**config.mk**
```make
export PLATFORM = sky130hd
export DESIGN_NAME = ex_stage
export DESIGN_NICKNAME = d
export VERILOG_FILES = /design/src/rtl/ex_stage.sv
export SDC_FILE = /design/constraint.sdc
export NUM_CORES = 1
export LEC_CHECK = 0
export CAP_MARGIN = 20
export CORE_MARGIN = 2
export CORE_UTILIZATION = 58
export CTS_CLUSTER_SIZE = 24
export DETAILED_ROUTE_END_ITERATION = 12
export HOLD_SLACK_MARGIN = 0.1
export MAX_ROUTING_LAYER = met4
export PLACE_DENSITY_LB_ADDON = 0.08
export SKIP_LAST_GASP = 1
export SYNTH_ARGS = -nofsm -noshare
export SYNTH_HDL_FRONTEND = slang
export SYNTH_SLANG_ARGS = --single-unit
```
**constraint.sdc**
```tcl
create_clock -name clk -period 6.8 [get_ports clk]
set_clock_uncertainty 0.2 [all_clocks]
set_input_delay 1.02 -clock clk [delete_from_list [all_inputs] [get_ports clk]]
set_output_delay 1.02 -clock clk [all_outputs]
set_load 0.005 [all_outputs]
```
**src/rtl/ex_stage.sv**
```systemverilog
// Execute stage: pipeline register, ALU, data-SRAM request, HI/LO and a
// 32-step restoring divider that stalls the pipeline while it runs.
//
// state | meaning
// IDLE  | no divide in flight; a latched DIV/DIVU starts one
// BUSY  | one shift-subtract step per cycle, 32 steps
// DONE  | result written to HI/LO; wait for the divide to leave EX
module ex_stage (
    input  logic         clk,
    input  logic         rst,
    input  logic [5:0]   stall,
    input  logic [138:0] id_to_ex_bus,
    output logic [75:0]  ex_to_mem_bus,
    output logic [37:0]  ex_to_id,
    output logic         data_sram_en,
    output logic [3:0]   data_sram_wen,
    output logic [31:0]  data_sram_addr,
    output logic [31:0]  data_sram_wdata,
    output logic         stall_for_ex
);

    localparam logic STOP   = 1'b1;
    localparam logic NOSTOP = 1'b0;

    localparam logic [4:0] OP_ADD  = 5'd0,  OP_SUB  = 5'd1,  OP_AND  = 5'd2,  OP_OR   = 5'd3;
    localparam logic [4:0] OP_XOR  = 5'd4,  OP_NOR  = 5'd5,  OP_SLT  = 5'd6,  OP_SLTU = 5'd7;
    localparam logic [4:0] OP_SLL  = 5'd8,  OP_SRL  = 5'd9,  OP_SRA  = 5'd10, OP_LUI  = 5'd11;
    localparam logic [4:0] OP_DIV  = 5'd12, OP_DIVU = 5'd13, OP_MFHI = 5'd14, OP_MFLO = 5'd15;
    localparam logic [4:0] OP_LW   = 5'd16, OP_SW   = 5'd17;

    typedef enum logic [1:0] {IDLE, BUSY, DONE} div_state_t;

    logic [138:0] pipe_q, pipe_d;
    div_state_t   state_q, state_d;
    logic [4:0]   cnt_q, cnt_d;
    logic [31:0]  rem_q, rem_d, quo_q, quo_d, dvs_q, dvs_d, dvd_raw_q, dvd_raw_d;
    logic         q_neg_q, q_neg_d, r_neg_q, r_neg_d;
    logic [31:0]  hi_q, hi_d, lo_q, lo_d;

    logic [31:0] pc, st_data, src1, src2, sum, ex_result;
    logic [4:0]  op, rf_waddr;
    logic        rf_we, rf_we_out, is_div, is_signed, sel_rf_res;
    logic [32:0] rem_shift, diff;
    logic [31:0] rem_new, quo_new;
    logic        unused_stall_bits;

    assign unused_stall_bits = ^{stall[5:4], stall[1:0]};

    assign pc       = pipe_q[138:107];
    assign op       = pipe_q[106:102];
    assign rf_we    = pipe_q[101];
    assign rf_waddr = pipe_q[100:96];
    assign st_data  = pipe_q[95:64];
    assign src1     = pipe_q[63:32];
    assign src2     = pipe_q[31:0];

    assign sum        = src1 + src2;
    assign is_div     = (op == OP_DIV) || (op == OP_DIVU);
    assign is_signed  = (op == OP_DIV);
    assign sel_rf_res = (op == OP_LW);
    assign rf_we_out  = rf_we & ~is_div;

    // Pipeline register next value: bubble when held upstream but released downstream.
    always_comb begin
        pipe_d = pipe_q;
        if (stall[2] == STOP && stall[3] == NOSTOP)
            pipe_d = '0;
        else if (stall[2] == NOSTOP)
            pipe_d = id_to_ex_bus;
    end

    // ALU result selected by the latched op.
    always_comb begin
        ex_result = 32'd0;
        case (op)
            OP_ADD:  ex_result = sum;
            OP_SUB:  ex_result = src1 - src2;
            OP_AND:  ex_result = src1 & src2;
            OP_OR:   ex_result = src1 | src2;
            OP_XOR:  ex_result = src1 ^ src2;
            OP_NOR:  ex_result = ~(src1 | src2);
            OP_SLT:  ex_result = {31'd0, $signed(src1) < $signed(src2)};
            OP_SLTU: ex_result = {31'd0, src1 < src2};
            OP_SLL:  ex_result = src2 << src1[4:0];
            OP_SRL:  ex_result = src2 >> src1[4:0];
            OP_SRA:  ex_result = 32'($signed(src2) >>> src1[4:0]);
            OP_LUI:  ex_result = {src2[15:0], 16'd0};
            OP_MFHI: ex_result = hi_q;
            OP_MFLO: ex_result = lo_q;
            OP_LW:   ex_result = sum;
            OP_SW:   ex_result = sum;
            default: ex_result = 32'd0;
        endcase
    end

    // Memory request and output buses.
    always_comb begin
        data_sram_en    = (op == OP_LW) || (op == OP_SW);
        data_sram_wen   = (op == OP_SW) ? 4'hF : 4'h0;
        data_sram_addr  = sum;
        data_sram_wdata = st_data;
        ex_to_mem_bus   = {pc, data_sram_en, data_sram_wen, sel_rf_res, rf_we_out, rf_waddr, ex_result};
        ex_to_id        = {rf_we_out, rf_waddr, ex_result};
        stall_for_ex    = ((state_q == IDLE) && is_div) || (state_q == BUSY);
    end

    // One restoring step: trial-subtract the divisor from the shifted partial remainder.
    always_comb begin
        rem_shift = {rem_q, quo_q[31]};
        diff      = rem_shift - {1'b0, dvs_q};
        if (!diff[32]) begin
            rem_new = diff[31:0];
            quo_new = {quo_q[30:0], 1'b1};
        end else begin
            rem_new = rem_shift[31:0];
            quo_new = {quo_q[30:0], 1'b0};
        end
    end

    // Divider next-state and datapath.
    always_comb begin
        state_d   = state_q;
        cnt_d     = cnt_q;
        rem_d     = rem_q;
        quo_d     = quo_q;
        dvs_d     = dvs_q;
        dvd_raw_d = dvd_raw_q;
        q_neg_d   = q_neg_q;
        r_neg_d   = r_neg_q;
        hi_d      = hi_q;
        lo_d      = lo_q;
        case (state_q)
            IDLE: begin
                if (is_div) begin
                    state_d   = BUSY;
                    cnt_d     = 5'd0;
                    rem_d     = 32'd0;
                    quo_d     = (is_signed && src1[31]) ? (~src1 + 32'd1) : src1;
                    dvs_d     = (is_signed && src2[31]) ? (~src2 + 32'd1) : src2;
                    dvd_raw_d = src1;
                    q_neg_d   = is_signed & (src1[31] ^ src2[31]);
                    r_neg_d   = is_signed & src1[31];
                end
            end
            BUSY: begin
                rem_d = rem_new;
                quo_d = quo_new;
                cnt_d = cnt_q + 5'd1;
                if (cnt_q == 5'd31) begin
                    state_d = DONE;
                    if (dvs_q == 32'd0) begin
                        lo_d = 32'hFFFF_FFFF;
                        hi_d = dvd_raw_q;
                    end else begin
                        lo_d = q_neg_q ? (~quo_new + 32'd1) : quo_new;
                        hi_d = r_neg_q ? (~rem_new + 32'd1) : rem_new;
                    end
                end
            end
            DONE: begin
                // Holding here while EX is stalled keeps the same divide from restarting.
                if (stall[2] == NOSTOP)
                    state_d = IDLE;
            end
            default: state_d = IDLE;
        endcase
    end

    // State registers with synchronous reset.
    always_ff @(posedge clk) begin
        if (rst) begin
            pipe_q    <= '0;
            state_q   <= IDLE;
            cnt_q     <= '0;
            rem_q     <= '0;
            quo_q     <= '0;
            dvs_q     <= '0;
            dvd_raw_q <= '0;
            q_neg_q   <= 1'b0;
            r_neg_q   <= 1'b0;
            hi_q      <= '0;
            lo_q      <= '0;
        end else begin
            pipe_q    <= pipe_d;
            state_q   <= state_d;
            cnt_q     <= cnt_d;
            rem_q     <= rem_d;
            quo_q     <= quo_d;
            dvs_q     <= dvs_d;
            dvd_raw_q <= dvd_raw_d;
            q_neg_q   <= q_neg_d;
            r_neg_q   <= r_neg_d;
            hi_q      <= hi_d;
            lo_q      <= lo_d;
        end
    end

endmodule

```
[Word-level counts from Yosys, hierarchy flattened]
Cells that the tools add are included.
Storage, ports and cells
  flip-flop bits (word level): 340
  output and inout port bits: 184
  logic and storage cells: 98
Operators by class
  add/sub/neg operators: 8
  $lt $le $gt $ge: 2
  equal/unequal tests: 23
  shift-type cells: 3
  multiplexer cells: 20
  bitwise operators: 14
  reductions and logical operators: 17
Operators with widths (count)
  $pmux 32 s14: 1
  $mux 32: 9
  $not 32->32: 5
  $add 32x1->32 const B: 4
  $pmux 32 s2: 2
  $lt 32x32->1: 2
  $eq 5x4->1 const B: 8
  $sub 33x32->33: 1
  $add 32x32->32: 1
  $and 32x32->32: 1
  $logic_not 32->1: 1
  $or 32x32->32: 1
  $shl 32x5->32: 1
  $shr 32x5->32: 1
  $sshr 32x5->32: 1
  $sub 32x32->32: 1
  $xor 32x32->32: 1
  $eq 5x3->1 const B: 4
  $eq 5x5->1 const B: 3
  $eq 5x2->1 const B: 2
  $pmux 5 s2: 1
  $mux 2: 3
  $pmux 2 s3: 1
  $reduce_and 2->1: 3
  20 further kinds: 29

[Depth between registers and ports, before layout]
  word-level depth: 6
  gate-level depth with buffers: 27
  gate-level depth less buffers: 23

[Worst setup path after synthesis]
OpenSTA, ideal clock, no wires.
  kind: reg2out
  start: register pipe_q[32]
  end: output port ex_to_mem_bus[28]
  arrival: 5.068 ns
  data required time: 5.580 ns
  setup slack: 0.512 ns
  cell stages (with the launch flop): 21
  path buffers: 5
  cell sequence: dfxtp_1 clkbuf_1 buf_1 inv_1 clkbuf_1 buf_1 ha_1 inv_1 fa_1 nand2b_1 a221oi_1 o21ai_0 a211oi_1 nor3_1 o41ai_1 a221oi_1 o311ai_0 nand2_1 a221o_1 a211o_1 buf_4
Between the ends
  word-level cells in the longest chain between the ends: 2
  elaborated cells on any way between the ends: 6
  those cells by class: add/sub (2); shift (3); mux (1)
RTL lines
  start: declaration: RTL line 33  | logic [138:0] pipe_q, pipe_d;
  start signal: assignment: RTL line 184  | pipe_q <= pipe_d;
  $add 32x32->32, or another cell as far along: RTL line 57  | assign sum = src1 + src2;
  $pmux 32 s14 *: RTL line 75  | case (op)
  end: declaration: RTL line 13  | output logic [75:0] ex_to_mem_bus,
Mark *: on every way between the ends. The rest lies on a longest branch, timed or not.

[Final worst setup path]
  start: register pipe_q[0]
  end: output port ex_to_mem_bus[30]
Same word-level chain as after synthesis.

==> results.toml <==
[status]
status = "finished, final reports clean"

[timing]
period_needed_ns = 6.72
whs_ns = 0.257
hold_viol = 0
timing.slew.headroom_pct = 11.9
period_share_pct = 98.8
finalSetupViolCount = 0
setup_ws_ns = 0.0793
worstMarginPinSlew_ns = 1.32
rsz0062_at_grt = "true"
drv_slew = 0
setup_tns_ns = 0
clock.fmax_ghz = 0.149

[floorplanning]
coreArea_mm2 = 0.0466
fp.dieH_um = 221
die_area_mm2 = 0.0490
die_w_um = 221
rows = 79
start_util_pct = 58.9
io_pins = 331

[detailed_routing]
dr.pass1.iters = 8
final_antenna_net_count = 0
drcViolationCount = 0
routed_wl_um = 117000
via_count = 30300
avgRoutedWirePerCell_um = 27.1
viasPerCell = 6.99
drt_iter0_markers = 4845

[global_route]
busiest_layer = "met2"
gr-total-overflow = 0
grt_pass1_wl_um = 173000
grt_max_degree = 102
antenna_found_initial = 9
grtUsageTotal_pct = 46.9
grt_pass1_vias = 28500
met2_usage_pct = 69.6
grtUsageMet1_pct = 57.8
met3_usage_pct = 11.6

[final_layout]
num-nets-final = 3981
final_cells = 4338
area_delta_synth_final_pct = 15.5
drive_above_1_share_pct = 7.33
num-fill-cells = 3675

[place]
hpwl_um = 84900
numPortBuffers = 326
place_ws_ns = 0.324
dp.cells = 4260
globalplace.congestion = 1.11

[clock_tree]
hold_buffers = 0
clkLatencyLatePin_ns = 0.61
htreeDepth = 2
clk_pin_slew_worst_paths_ns = 0.07
cts_max_path_buffers = 3
tritoncts = "built"
cts.sinks = 340
numCtsBuffers = 37
cts-root-buf = "clkbuf_16"

[power]
power_uw = 6180
leakagePower_uw = 0.0122
ir_worst_vdd_mv = 0.253
p_per_area_mw_per_mm2 = 195

[synthesis]
syn_area_per_cell_um2 = 7.56
synth_nets = 3912
synth.ff_latch_count = 340
ys_warn_count = 0
ys_types = 86
yosysSeqAreaShare_pct = 24.8
synth_area_mm2 = 0.0274
synth_edf_count = 0
synth_ff_type = "dfxtp_1"
synthCells = 3628
synthArstFlopShare_pct = 0

[setup_path]
critPathKind = "reg -> out"
path_cells = "ha_2 -> fa_1 -> a211oi_2 -> o21ai_0 -> a31oi_2 -> o2111ai_1 -> a41oi_2 -> o21bai_1 -> a21boi_0 -> o21ai_0 -> o41a_1 -> mux2_2 -> o22ai_1 -> clkdlybuf4s50_1"
cp_slowest_cell = "clkdlybuf4s50_1"
worstPathMaxFanout = 6
cp.required_ns = 5.58
cp.arrival_ns = 5.50
cp-start-kind = "register"
cpPeakStageDelay_ns = 0.62
setup.worst_path.end_class = "primary output"
crit_buf_inv = 1
cp_top_family = "compound AO/OA/AOI/OAI gates"
crit_top_cell = "o21ai_0"

[flow_run]
drv_cap = 0

[min_path]
hold_path_class = "reg -> reg"
==> placed cells by master (no fill, tap or decap), drive strengths merged, types with 18 or more instances in the layout <==
master	Yosys	final
xor2	41	41
nand3	61	61
a221o	18	18
a21o	31	31
o22ai	42	42
o21bai	26	26
ha	134	134
a31oi	36	36
dfxtp	340	340
nor3	80	80
a21oi	269	269
clkbuf	237	49
nand4	22	22
a211oi	67	67
nor4	30	30
a22oi	76	76
clkdlybuf4s50	0	324
mux2i	219	219
o21ai	220	220
o211ai	36	36
buf	157	99
inv	146	148
a221oi	29	29
and3	19	19
or3	27	27
mux4	36	36
nand2	336	336
xnor2	112	112
nor2	472	472
o31ai	41	41
==> tightest hold or removal path: stages, from the launching register on <==
cell and delay [ns]:
dfxtp_1 0.31, nand2_1 0.05, a21oi_1 0.05
==> power breakdown <==
group          switching [µW]  leakage [µW]  internal, µW
registers                66.6       0.00276          2040
clock network             926      0.000607          1170
logic                    1200       0.00885           775
==> routing by layer <==
metal  wire length [µm]  share of wire, %
met5                  0                 0
met4               7860               6.7
met3              14600                12
met2              50700                43
met1              44200                38
==> final cells by class <==
cell class	count	area, µm²	area share, %
diodes	8	20.0	0.0632
clock buffers	48	1040	3.28
clock inverters	17	193	0.608
inverters	148	556	1.75
multi-input cells	2746	18300	57.7
flip-flops and latches	340	6820	21.5
well taps	607	759	2.40
repair buffers	424	4020	12.7
==> repair_timing <==
action,4_1_cts,5_1_grt
buffers inserted,0,3
gates resized for setup,7,8
hold endpoints to repair,0,0
setup endpoints to repair,13,14
pin swaps,2,2
==> logic make-up after synthesis <==
group	synth area share, %
AND/OR/NAND/NOR	18.2
AO/OA/AOI/OAI	25.1
buffers and inverters	9.07
flip-flops	24.8
multiplexers	11.5
XOR/XNOR	4.89
adder cells (fa/ha/maj)	6.34
==> sequential cells by signal (all words and copies together) (netlist names), 2 cells and up <==
name,cells
cnt_q,5
hi_q,32
dvd_raw_q,32
rem_q,32
dvs_q,32
pipe_q,139
lo_q,32
state_q,2
quo_q,32
==> through the flow <==
step                util (%)  instance area, µm²
detailed placement      65.1               30300
finish                  68.0               31700
global placement        65.1               30300
CTS                     67.8               31500
global route            68.0               31700
floorplan                  -               27400
==> worst paths after layout <==
kind | from | to | slack [ns] | cells past startpoint
setup / recovery | pipe_q[0]$_SDFFE_PP0N_ | ex_to_mem_bus[30] | 0.08 | 14
hold / removal | dvd_raw_q[0]$_SDFFE_PP0P_ | dvd_raw_q[0]$_SDFFE_PP0P_ | 0.26 | 2
setup reg to reg | quo_q[31]$_SDFFE_PP0P_ | hi_q[24]$_SDFFE_PP0P_ | 0.28 | 23
hold reg to reg | dvd_raw_q[0]$_SDFFE_PP0P_ | dvd_raw_q[0]$_SDFFE_PP0P_ | 0.26 | 2
==> synth_stat cells (13+ instances only) <==
master	number	area, µm²
nor2_1	472	1770
dfxtp_1	340	6810
nand2_1	336	1260
a21oi_1	268	1340
clkbuf_1	236	886
mux2i_1	219	2190
o21ai_0	218	1090
inv_1	144	541
ha_1	134	1680
buf_4	117	878
xnor2_1	112	981
nor3_1	79	395
a22oi_1	76	571
a211oi_1	66	495
nand3_1	61	305
o22ai_1	42	263
o31ai_1	41	308
xor2_1	41	359
a31oi_1	36	225
buf_1	36	135
mux4_2	36	811
o211ai_1	36	270
a21o_1	31	233
nor4_1	30	188
a221oi_1	29	254
or3_1	27	169
o21bai_1	26	195
nand4_1	22	138
and3_1	19	119
a221o_1	18	180
nor2b_1	15	93.8
and2_1	14	87.6
nand2b_1	14	87.6
o221ai_1	14	123
or2_2	14	87.6
or4_1	14	105
a311oi_1	13	114
mux2_2	13	146
Power figures use the tool's default switching activity.
